$ cat src/rtl/core_branch_redirect_ctrl.sv
// core_branch_redirect_ctrl
//   Sequences the EX-stage branch unit. Each branch resolved in IDLE is checked against the fetch
//   prediction. A mispredict raises a held redirect to fetch (valid/ready), then drives flush/stall
//   until the pipeline drains. A misaligned target raises a one-cycle exception pulse for the trap
//   logic. Saturating statistics counters track resolved branches and mispredicts.
// Ports
//   i_clk, i_rst_n          clock, asynchronous active-low reset
//   i_br_*                  branch from EX: valid, jump, prediction, pc, target, taken, misalign
//   i_redirect_ready        fetch accepts the redirect
//   i_cnt_clr               synchronous clear of the statistics counters
//   o_br_enable             branch unit enable (combinational)
//   o_redirect_valid/_pc    redirect request to fetch
//   o_flush, o_stall_ex     flush younger instructions / hold EX
//   o_misalign_exc/_tval    misaligned-target pulse and faulting address
//   o_branch_cnt            resolved branches (saturating)
//   o_mispred_cnt           mispredicts (saturating)
module core_branch_redirect_ctrl #(
  parameter int unsigned XLEN         = 64,
  parameter int unsigned FLUSH_CYCLES = 2,
  parameter int unsigned CNT_W        = 16
) (
  input  logic             i_clk,
  input  logic             i_rst_n,
  input  logic             i_br_valid,
  input  logic             i_br_is_jump,
  input  logic             i_br_pred_taken,
  input  logic [XLEN-1:0]  i_br_pc,
  input  logic [XLEN-1:0]  i_br_target,
  input  logic             i_br_taken,
  input  logic             i_br_addr_mismatch,
  input  logic             i_redirect_ready,
  input  logic             i_cnt_clr,
  output logic             o_br_enable,
  output logic             o_redirect_valid,
  output logic [XLEN-1:0]  o_redirect_pc,
  output logic             o_flush,
  output logic             o_stall_ex,
  output logic             o_misalign_exc,
  output logic [XLEN-1:0]  o_misalign_tval,
  output logic [CNT_W-1:0] o_branch_cnt,
  output logic [CNT_W-1:0] o_mispred_cnt
);

  localparam int unsigned DCW = (FLUSH_CYCLES < 2) ? 1 : $clog2(FLUSH_CYCLES + 1);
  localparam logic [DCW-1:0] DrainInit = DCW'(FLUSH_CYCLES);

  typedef enum logic [1:0] {StIdle, StRedirect, StDrain} state_e;

  state_e             state_q;
  logic [DCW-1:0]     drain_q;
  logic               redirect_valid_q;
  logic [XLEN-1:0]    redirect_pc_q;
  logic               flush_q;
  logic               stall_q;
  logic               misalign_exc_q;
  logic [XLEN-1:0]    misalign_tval_q;
  logic [CNT_W-1:0]   branch_cnt_q;
  logic [CNT_W-1:0]   mispred_cnt_q;

  logic accepted;
  logic actual_taken;
  logic mispredict;

  assign accepted     = i_br_valid & (state_q == StIdle);
  assign actual_taken = i_br_is_jump | i_br_taken;
  // A misaligned target traps instead of redirecting, so it never counts as a mispredict.
  assign mispredict   = accepted & ~i_br_addr_mismatch & (actual_taken != i_br_pred_taken);

  always_ff @(posedge i_clk or negedge i_rst_n) begin
    if (!i_rst_n) begin
      state_q          <= StIdle;
      drain_q          <= '0;
      redirect_valid_q <= 1'b0;
      redirect_pc_q    <= '0;
      flush_q          <= 1'b0;
      stall_q          <= 1'b0;
      misalign_exc_q   <= 1'b0;
      misalign_tval_q  <= '0;
    end else begin
      misalign_exc_q <= 1'b0;
      unique case (state_q)
        StIdle: begin
          if (accepted && i_br_addr_mismatch) begin
            misalign_exc_q  <= 1'b1;
            misalign_tval_q <= i_br_target;
          end else if (mispredict) begin
            state_q          <= StRedirect;
            redirect_valid_q <= 1'b1;
            redirect_pc_q    <= actual_taken ? i_br_target : (i_br_pc + XLEN'(4));
            flush_q          <= 1'b1;
            stall_q          <= 1'b1;
          end
        end
        StRedirect: begin
          // Valid and pc stay put until fetch takes them.
          if (i_redirect_ready) begin
            state_q          <= StDrain;
            redirect_valid_q <= 1'b0;
            drain_q          <= DrainInit;
          end
        end
        StDrain: begin
          if (drain_q <= DCW'(1)) begin
            state_q <= StIdle;
            flush_q <= 1'b0;
            stall_q <= 1'b0;
          end else begin
            drain_q <= drain_q - DCW'(1);
          end
        end
        default: state_q <= StIdle;
      endcase
    end
  end

  // Clear takes priority over a same-cycle increment.
  always_ff @(posedge i_clk or negedge i_rst_n) begin
    if (!i_rst_n) begin
      branch_cnt_q  <= '0;
      mispred_cnt_q <= '0;
    end else if (i_cnt_clr) begin
      branch_cnt_q  <= '0;
      mispred_cnt_q <= '0;
    end else begin
      if (accepted && (branch_cnt_q != '1)) begin
        branch_cnt_q <= branch_cnt_q + CNT_W'(1);
      end
      if (mispredict && (mispred_cnt_q != '1)) begin
        mispred_cnt_q <= mispred_cnt_q + CNT_W'(1);
      end
    end
  end

  assign o_br_enable      = accepted;
  assign o_redirect_valid = redirect_valid_q;
  assign o_redirect_pc    = redirect_pc_q;
  assign o_flush          = flush_q;
  assign o_stall_ex       = stall_q;
  assign o_misalign_exc   = misalign_exc_q;
  assign o_misalign_tval  = misalign_tval_q;
  assign o_branch_cnt     = branch_cnt_q;
  assign o_mispred_cnt    = mispred_cnt_q;

endmodule

$ cat config.mk
export PLATFORM = sky130hd
export DESIGN_NAME = core_branch_redirect_ctrl
export DESIGN_NICKNAME = d
export VERILOG_FILES = /design/src/rtl/core_branch_redirect_ctrl.sv
export SDC_FILE = /design/constraint.sdc
export NUM_CORES = 1
export LEC_CHECK = 0
export CORE_UTILIZATION = 49
export DETAILED_ROUTE_END_ITERATION = 10
export GPL_TIMING_DRIVEN = 0
export HOLD_SLACK_MARGIN = 0.08
export PLACE_DENSITY = 0.86
export SYNTH_ARGS = -nofsm -noshare
export SYNTH_HDL_FRONTEND = slang
export SYNTH_SLANG_ARGS = --single-unit
$ cat constraint.sdc
create_clock -name i_clk -period 5.8 [get_ports i_clk]
set_input_delay 1.16 -clock i_clk [delete_from_list [all_inputs] [get_ports i_clk]]
set_output_delay 1.16 -clock i_clk [all_outputs]
set_load 0.01 [all_outputs]
== After elaboration in Yosys (flattened, before gate mapping) ==
Index checks and enable logic that the tools add are counted.
Widths: inputs -> output; s select.

* Output and inout port bits: 165
* Bits in registers: 167

* Bitwise logic cells: 6
* Magnitude comparators: 1
* $add $sub $neg: 4
* Equality and inequality tests: 10
* Multiplexer cells: 20
* Reduce and logical (&&, ||, !) cells: 15

{| class="wikitable"
|+ Operators with widths
! kind !! number
|-
| $add 64x3->64 const B || 1
|-
| $mux 16 || 4
|-
| $mux 64 || 1
|-
| $add 16x1->16 const B || 2
|-
| $ne 16x16->1 const B || 2
|-
| $reduce_and 4->1 || 3
|-
| $mux 2 || 5
|-
| $ne 2x2->1 const B || 5
|-
| $reduce_bool 2->1 || 5
|-
| $mux 1 || 6
|-
| $pmux 2 s3 || 1
|-
| $reduce_and 3->1 || 2
|-
| $pmux 1 s2 || 2
|-
| $pmux 2 s2 || 1
|-
| $and 1x1->1 || 3
|-
| $logic_and 1x1->1 || 3
|-
| $eq 2x1->1 const B || 1
|-
| $eq 2x2->1 const B || 1
|-
| $le 2x1->1 const B || 1
|-
| $logic_not 2->1 || 1
|-
| $not 1->1 || 2
|-
| $reduce_and 2->1 || 1
|-
| $sub 2x1->2 const B || 1
|-
| $ne 1x1->1 || 1
|-
| $or 1x1->1 || 1
|}

== Depth between registers and ports, before layout ==
Gate-level depths: netlist of the first run.

* Word-level depth: 7
* Mapped depth: 8
* Mapped depth without buffers: 7

== Worst setup path after synthesis of the first run ==
OpenSTA, ideal clock, no wires.

* Kind: in2out
* Start point: input i_br_valid
* End point: output o_br_enable
* Required time: 4640 ps
* Path slack: 3018 ps
* Data arrival time: 1622 ps
* Stages on the path: 1
* Path buffers: 0
* Cell sequence: nor3b_1

* Cells in the longest elaborated chain, start to end: 1

{| class="wikitable"
|+ RTL lines
! item !! line !! text
|-
| start: declaration || 24 || <nowiki>input logic i_br_valid,</nowiki>
|-
| $and 1x1->1 || 64 || <nowiki>assign accepted = i_br_valid & (state_q == StIdle);</nowiki>
|-
| end: declaration || 33 || <nowiki>output logic o_br_enable,</nowiki>
|}

No other way between the ends.

== Worst setup path in the final report of the first run ==
Same ends and word-level chain as after synthesis.

==> results.md, run 1 <==
- Slew @ Worst Pin: 810.2 ps
- Final worst slack: 1825 ps
- Unrepaired setup endpoints after global routing: false
- Die area: 17750 um^2
- Post-route clock skew: 6.916 ps
- First-pass DRT Iterations: 5
- CP Data Required Time: 4640 ps
- Crit-path cells: clkdlybuf4s50_1 > nor3b_1 > clkdlybuf4s50_1
- CP bufs+invs: 2
- Sequential fraction of the synthesis area: 49.52%
- Register bit total from synthesis: 167
- Critical path launch point type: input pin
- PwrDens: 402.5 nW/um^2
- Total grt overflow: 0
- Most frequent cells in the layout: 300 x clkdlybuf4s50_1, 167 x dfrtp_1, 93 x nor2_1, 69 x nand2_1, 64 x mux2_2
- TritonCTS clock tree: built
- Die width: 133.2 um
- Clk_lat worst skew: 430 ps
- DR vias/cell: 5.563
- Initial core utilization: 50.53%
- H-tree Lvls: 4
- Crit-path leading delay family: buffers and inverters
- Maximum fanout along the worst path: 5
- Max Cap Viol: 0
- Post-CTS Setup Bufs: 0
- Static leakage: 4.987 nW
- Clock root cell: clkbuf_16
- Syn Nets: 973
- Layout cell share with drive strength beyond 1: 11.15%
- Pre-CTS WS: 1809 ps
- Final hold violation count: 0
- Cells after Synth: 832
- Crit end category: output port
- Slowest CP cell: clkdlybuf4s50_1
- # clock sinks: 167
- Worst hold margin: 481.3 ps
- Synth unique cells: 48
- Yosys warning count: 0
- Slew Limit Fails: 0
- Final HPWL DP: 20850 um
- Most common cell after layout, fill and taps aside: clkdlybuf4s50_1
- Final cycle utilization of the critical path: 68.54%
- Clock-pin slew on the worst setup and hold paths: 60 ps
- Outcome: complete, no violations
- Hold WC Path Type: reg2reg
- Clock Path Buffers: 2
- PostCTS Resize Cnt: 0
- Kind of critical path: in2out
- Routability cong.: 0.9012
- Total CTS buffers: 17
- Diodes inserted: 0
- Pin count of the biggest net entering global routing: 99
- Synthesized area: 8439 um^2
- Worst EP arrival: 2820 ps
- Fmax: 0.2516 GHz
- Syn_area_per_cell: 10.14 um^2
- Via count: 7710
- Power Total: 4.955 mW
- Critical Path Max Stage Delay: 650 ps
- DR WL/cell: 19.81 um
- Drt drc: 0
- Fillers: 1236
- CTS Hold Buffers Added: 0
- Post-route ant nets: 0
- Die H: 133.2 um
- Iteration-0 DRC Markers: 460
- # setup viols final: 0
- Final Net Count: 1294
- Global-route wire length before repair: 43460 um
- Core Area: 16700 um^2
- Crit path top cell by count: clkdlybuf4s50_1
- GRT Util Overall: 32.27%
- Vias in the first global route: 7837
- Max_slew headroom: 45.99%
- Port Buffers: 301
- Fin crit period: 3975 ps
- Num ports: 302
- Max VDD drop: 0.2605 mV
- Initial antenna violation count: 0
- Row count: 47
- Detailed-route wire length: 27450 um
- Area growth syn-to-layout: 45.89%
synth_stat cells (all sizes together):
master | count | share of area [%]
a211oi | 2 | 0.24
a21boi | 1 | 0.13
a21o | 1 | 0.089
a21oi | 50 | 3.0
a221oi | 1 | 0.10
a311oi | 1 | 0.10
a31o | 1 | 0.10
a31oi | 4 | 0.30
and2 | 4 | 0.30
and3 | 37 | 2.7
and3b | 1 | 0.10
and4 | 8 | 0.83
buf | 14 | 0.90
clkbuf | 29 | 1.3
dfrtp | 167 | 50
ha | 4 | 0.59
inv | 6 | 0.27
mux2 | 64 | 8.5
mux2i | 7 | 0.83
nand2 | 69 | 3.1
nand2b | 3 | 0.22
nand3 | 36 | 2.2
nand4 | 27 | 2.6
nor2 | 93 | 4.1
nor2b | 1 | 0.074
nor3 | 17 | 1.1
nor3b | 3 | 0.27
nor4 | 12 | 1.5
nor4b | 2 | 0.46
o21ai | 55 | 3.3
o22ai | 21 | 1.7
or2 | 1 | 0.074
or3 | 2 | 0.15
xnor2 | 48 | 5.0
xor2 | 40 | 4.2
logic make-up after synthesis:
family          count (synthesis)  share of synthesized area [%]
compound gates                137                          9.044
buf+inv                        49                          2.461
simple gates                  316                          19.88
xor+xnor                       88                          9.133
fa+ha+maj                       4                         0.5931
mux                            71                          9.370
flops                         167                          49.52
worst reg2reg max path, cell delays in order, from the launching register on:
cell and delay [ps]:
dfrtp_1 360, clkbuf_1 210, nor4b_4 480, and3_1 210, buf_2 240, clkbuf_1 580, buf_2 400, nor2_1 80
o22ai_1 140
final timing paths:
path / cells past startpoint / startpoint / endpoint / slack [ps]
min reg2reg: 2 / o_redirect_pc[2] / o_redirect_pc[2] / 480
max: 3 / i_br_valid / o_br_enable / 1820
min: 2 / o_redirect_pc[2] / o_redirect_pc[2] / 480
min in group asynchronous: 1 / i_rst_n / o_mispred_cnt[6] / 680
max in group asynchronous: 2 / i_rst_n / o_redirect_pc[32] / 4190
max reg2reg: 8 / state_q[0] / o_redirect_pc[48] / 3020
where the power goes:
group / internal, mW / switching, mW
registers: 1.61 / 0.248
logic: 1.17 / 0.851
clock network: 0.602 / 0.474
sequential cells by signal, summed over array words and instances (netlist names):
register	count
drain_q	2
o_branch_cnt	16
o_misalign_exc	1
o_misalign_tval	64
o_mispred_cnt	16
o_redirect_pc	64
o_redirect_valid	1
o_stall_ex	1
state_q	2
layout make-up:
cell class / count / area (um^2) / area share (%)
plain buffers: 43 / 185.2 / 1.504
clock buffers: 21 / 450.4 / 3.659
clock inverters: 11 / 101.3 / 0.8232
inverters: 6 / 22.52 / 0.1829
multi-input cells: 616 / 4053 / 32.92
flip-flops and latches: 167 / 4179 / 33.94
well taps: 220 / 275.3 / 2.236
repair buffers: 302 / 3045 / 24.74
metal layers:
metal  GRT usage, %  wire length (um)  vias up
met5              0                 0        -
met4          11.05               807        0
met3          7.420              1944       51
met2          54.77             13490      308
met1          40.56             11210     3755
li1               -                 -     3596
through the flow:
| stage | util, % | area, um^2 | instances | setup TNS, ps |
|---|---|---|---|---|
| after floorplan | - | 8439 | 832 | 0 |
| after global routing | 73.72 | 12310 | 1386 | 0 |
| after global placement | 70.22 | 11730 | 1353 | -552830 |
| final | 73.72 | 12310 | 1386 | 0 |
| after CTS | 73.72 | 12310 | 1386 | 0 |
| after detailed placement | 70.42 | 11760 | 1354 | 0 |
(Power assumes the default switching activity.)
==> run 2, diff against run 1 <==
--- a/config.mk
+++ b/config.mk
@@ -5,11 +5,11 @@
 export SDC_FILE = /design/constraint.sdc
 export NUM_CORES = 1
 export LEC_CHECK = 0
-export CORE_UTILIZATION = 49
+export CORE_UTILIZATION = 41
 export DETAILED_ROUTE_END_ITERATION = 10
 export GPL_TIMING_DRIVEN = 0
 export HOLD_SLACK_MARGIN = 0.08
-export PLACE_DENSITY = 0.86
+export PLACE_DENSITY = 0.77
 export SYNTH_ARGS = -nofsm -noshare
 export SYNTH_HDL_FRONTEND = slang
 export SYNTH_SLANG_ARGS = --single-unit
==> constraint.sdc (replaced) <==
create_clock -name i_clk -period 3.4 [get_ports i_clk]
set_input_delay 0.68 -clock i_clk [delete_from_list [all_inputs] [get_ports i_clk]]
set_output_delay 0.68 -clock i_clk [all_outputs]
set_load 0.01 [all_outputs]
==> results.md, run 2 (synthesized netlist as in run 1, its figures left out) <==
- Pre-CTS WS: 44.41 ps
- Diodes inserted: 0
- TritonCTS clock tree: built
- DR WL/cell: 19.85 um
- Die H: 145.5 um
- Critical path launch point type: input pin
- Detailed-route wire length: 28430 um
- Initial antenna violation count: 0
- Slowest CP cell: clkdlybuf4s50_1
- Crit path top cell by count: clkdlybuf4s50_1
- Post-route clock skew: 11.28 ps
- Total CTS buffers: 17
- Worst EP arrival: 2340 ps
- Final worst slack: 383.1 ps
- Num ports: 302
- Maximum fanout along the worst path: 5
- Area growth syn-to-layout: 46.54%
- Crit Reg-Reg Startpoint: state_q[0]
- DR vias/cell: 5.350
- Row count: 52
- Iteration-0 DRC Markers: 396
- Port Buffers: 301
- Global-route wire length before repair: 43920 um
- Most frequent cells in the layout: 300 x clkdlybuf4s50_1, 167 x dfrtp_1, 93 x nor2_1, 69 x nand2_1, 64 x mux2_2
- Crit Reg-Reg Endpoint: o_redirect_pc[38]
- PostCTS Resize Cnt: 0
- H-tree Lvls: 4
- # clock sinks: 167
- # setup viols final: 0
- Vias in the first global route: 7683
- Clk_lat worst skew: 420 ps
- Fin crit period: 3017 ps
- Most common cell after layout, fill and taps aside: clkdlybuf4s50_1
- Die area: 21160 um^2
- Clock Path Buffers: 2
- Outcome: complete, no violations
- Worst R2R Setup Slack: 620 ps
- Die width: 145.5 um
- Unrepaired setup endpoints after global routing: false
- Routability cong.: 0.8708
- Pin count of the biggest net entering global routing: 91
- CP Data Required Time: 2720 ps
- Static leakage: 4.994 nW
- Clock root cell: clkbuf_16
- Initial core utilization: 41.71%
- Slew @ Worst Pin: 779.0 ps
- Post-route ant nets: 0
- Final cycle utilization of the critical path: 88.73%
- Max VDD drop: 0.4016 mV
- Fmax: 0.3315 GHz
- Final HPWL DP: 21460 um
- Final Net Count: 1294
- Layout cell share with drive strength beyond 1: 11.02%
- Hold WC Path Type: in2async
- GRT Util Overall: 27.21%
- Post-CTS Setup Bufs: 0
- Clock-pin slew on the worst setup and hold paths: 60 ps
- Max_slew headroom: 48.07%
- First-pass DRT Iterations: 4
- Number of cells on the worst reg-to-reg path: 8
- Drt drc: 0
- CTS Hold Buffers Added: 0
- Final hold violation count: 0
- Max Cap Viol: 0
- Total grt overflow: 0
- Slew Limit Fails: 0
- Crit end category: output port
- Critical Path Max Stage Delay: 650 ps
- Via count: 7661
- Crit-path cells: clkdlybuf4s50_1 > nor3b_1 > clkdlybuf4s50_1
- Worst hold margin: 237.6 ps
- Core Area: 20230 um^2
- PwrDens: 683.9 nW/um^2
- Kind of critical path: in2out
==> run 2: changes by cell type in the layout (fill, tap and decap cells not counted), sizes merged <==
cell      before  now
clkinv         5    4
clkinvlp       4    1
==> run 2: worst max-delay path by stage <==
stage | slack [ps] | endpoint | cells past startpoint | from
CTS | 400 | o_br_enable | 3 | i_br_valid
global route | 320 | o_redirect_pc[60] | 8 | i_br_pc[2]
finish | 380 | o_br_enable | 3 | i_br_valid
floorplan | 1170 | o_redirect_pc[24] | 7 | i_br_taken
global placement | -5430 | o_redirect_pc[11] | 1 | i_rst_n
detailed placement | 40 | state_q[0] | 6 | i_br_taken
==> run 2: area by class of cell <==
class	instances	area [um^2]
Fill cell	1687	7868
Tap cell	270	337.8
Clock buffer	21	470.5
Timing Repair Buffer	302	3045
Clock inverter	7	73.82
Buffer	43	185.2
Sequential cell	167	4179
Multi-Input combinational cell	616	4053
Inverter	6	22.52
==> run 2: stage by stage <==
step / instance area (um^2) / utilization [%] / power, mW / TNS, ps / instances
floorplan: 8439 / - / 4.480 / 0 / 832
global placement: 11790 / 58.27 / 6.551 / -904270 / 1403
finish: 12370 / 61.12 / 8.458 / 0 / 1432
CTS: 12370 / 61.12 / 8.510 / 0 / 1432
global route: 12370 / 61.12 / 8.888 / 0 / 1432
detailed placement: 11820 / 58.43 / 6.635 / 0 / 1404
==> run 2: power by group <==
group,leakage (nW),internal [mW],total [mW],switching [mW]
registers,2.04,2.75,3.17,0.422
logic,2.69,1.99,3.43,1.44
clock network,0.267,1.05,1.85,0.801
==> run 2: metal layers <==
metal | share of wire [%] | vias up | GRT usage [%] | routed length (um)
li1 | - | 3575 | - | -
met1 | 42 | 3754 | 35.54 | 11940
met2 | 48 | 286 | 44.40 | 13690
met3 | 7.2 | 46 | 6.301 | 2041
met4 | 2.7 | 0 | 9.526 | 762
met5 | 0 | - | 0 | 0
==> run 2: critical path, delay by kind of cell <==
kind	cells	cell delay (ps)
buffers and inverters	2	1140
and+or+nand+nor	1	520
==> run 3, diff against run 2 <==
--- a/config.mk
+++ b/config.mk
@@ -5,11 +5,12 @@
 export SDC_FILE = /design/constraint.sdc
 export NUM_CORES = 1
 export LEC_CHECK = 0
-export CORE_UTILIZATION = 41
+export CORE_UTILIZATION = 46
+export CTS_CLUSTER_SIZE = 20
 export DETAILED_ROUTE_END_ITERATION = 10
 export GPL_TIMING_DRIVEN = 0
 export HOLD_SLACK_MARGIN = 0.08
-export PLACE_DENSITY = 0.77
+export PLACE_DENSITY = 0.82
 export SYNTH_ARGS = -nofsm -noshare
 export SYNTH_HDL_FRONTEND = slang
 export SYNTH_SLANG_ARGS = --single-unit
==> constraint.sdc (replaced) <==
create_clock -name i_clk -period 3.07 [get_ports i_clk]
set_input_delay 0.614 -clock i_clk [delete_from_list [all_inputs] [get_ports i_clk]]
set_output_delay 0.614 -clock i_clk [all_outputs]
set_load 0.01 [all_outputs]
==> results.md, run 3 (synthesized netlist as in run 1, its figures left out) <==
- Outcome: complete, no violations
- # setup viols final: 0
- DR vias/cell: 5.497
- Critical Path Max Stage Delay: 640 ps
- Clock Path Buffers: 2
- Detailed-route wire length: 27940 um
- Clk_lat worst skew: 420 ps
- Clock-pin slew on the worst setup and hold paths: 70 ps
- PwrDens: 780.2 nW/um^2
- Fin crit period: 2938 ps
- Final core occ: 69.12%
- Num ports: 302
- Worst R2R Setup Slack: 130 ps
- Placed instance count: 1363
- DR WL/cell: 20.03 um
- CP Data Required Time: 3410 ps
- Final hold violation count: 0
- PostCTS Resize Cnt: 0
- Crit-path cells: clkbuf_1 > nor4b_4 > and3_1 > buf_2 > clkbuf_1 > buf_2 > nor2_1 > a31oi_1
- Area growth syn-to-layout: 47.13%
- Port Buffers: 301
- Pin count of the biggest net entering global routing: 95
- First-pass DRT Iterations: 5
- Most common cell after layout, fill and taps aside: clkdlybuf4s50_1
- Slowest CP cell: clkbuf_1
- Crit-path leading delay family: buffers and inverters
- Layout cell share with drive strength beyond 1: 11.16%
- Total grt overflow: 0
- Core Area: 17960 um^2
- Max Cap Viol: 0
- Via count: 7668
- Slew Limit Fails: 0
- Post-route ant nets: 0
- Unrepaired setup endpoints after global routing: false
- Die width: 137.5 um
- Power Total: 9.688 mW
- Fmax: 0.3404 GHz
- Worst hold margin: 131.9 ps
- Die H: 137.5 um
- Post-route clock skew: 11.50 ps
- Final worst slack: 131.9 ps
- CTS Hold Buffers Added: 0
- Kind of critical path: reg2reg
- Crit Reg-Reg Startpoint: state_q[0]
- Routability cong.: 0.9064
- Worst EP arrival: 3280 ps
- Hold WC Path Type: in2async
- Vias in the first global route: 7522
- GRT Util Overall: 30.29%
- Initial core utilization: 46.98%
- Most frequent cells in the layout: 300 x clkdlybuf4s50_1, 167 x dfrtp_1, 93 x nor2_1, 69 x nand2_1, 64 x mux2_2
- Initial antenna violation count: 0
- Number of cells on the worst reg-to-reg path: 8
- Clock root cell: clkbuf_16
- Global-route wire length before repair: 42280 um
- Iteration-0 DRC Markers: 393
- Crit Reg-Reg Endpoint: o_redirect_pc[3]
- Crit end category: flop
- Final Net Count: 1294
- # clock sinks: 167
- Fillers: 1428
- Pre-CTS WS: -229.1 ps
- Slew @ Worst Pin: 791.4 ps
- Max_slew headroom: 47.24%
- Critical path launch point type: flop
- Total CTS buffers: 17
- Post-CTS Setup Bufs: 0
- Row count: 49
- Die area: 18890 um^2
- Final HPWL DP: 21040 um
- H-tree Lvls: 4
- Drt drc: 0
- Max VDD drop: 0.4346 mV
- Static leakage: 5.034 nW
- Final cycle utilization of the critical path: 95.70%
- Maximum fanout along the worst path: 10
- Crit. Startpoint: state_q[0]
- TritonCTS clock tree: built
- Non-filler cells, final: 1395
- CP bufs+invs: 4
run 3: area by class of cell:
class / count / area, um^2 / area share, %
antenna: 1 / 2.502 / 0.02015
inverter: 6 / 22.52 / 0.1814
multi-input combinational: 616 / 4053 / 32.64
tap: 229 / 286.5 / 2.308
buffer: 43 / 185.2 / 1.491
clock inverter: 11 / 196.4 / 1.582
timing repair buffer: 302 / 3045 / 24.53
sequential: 167 / 4179 / 33.66
clock buffer: 20 / 446.7 / 3.597
run 3: worst reg2reg max path, cell delays in order, from the launching register on:
cell and delay [ps]:
dfrtp_1 360, clkbuf_1 210, nor4b_4 520, and3_1 230, buf_2 250, clkbuf_1 640, buf_2 410, nor2_1 80
a31oi_1 160
run 3: worst max-delay path by stage:
stage                                   end  slack, ps  depth (start not counted)
after global routing       o_redirect_pc[3]         40                          8
final                      o_redirect_pc[3]        130                          8
after detailed placement   o_redirect_pc[3]       -230                          8
after global placement     o_redirect_pc[8]      -5600                          1
after floorplan           o_redirect_pc[24]        910                          7
after CTS                  o_redirect_pc[3]        170                          8
run 3: per-stage QoR:
step                TNS [ps]  cell area, um^2
detailed placement     -5572            11770
CTS                        0            12410
global route               0            12410
global placement     -936600            11740
finish                     0            12420
floorplan                  0             8439
run 3: report_power, final:
part | total, mW | switching (mW) | internal, mW
sequential | 3.50 | 0.460 | 3.04
clock | 2.38 | 0.912 | 1.47
combinational | 3.81 | 1.60 | 2.21
run 3: layer usage:
metal	track usage (%)	routed length [um]	vias to the layer above
met5	0	0	-
met2	50.25	13610	318
met4	11.17	741	0
met3	7.616	2170	47
met1	37.96	11410	3710
li1	-	-	3593
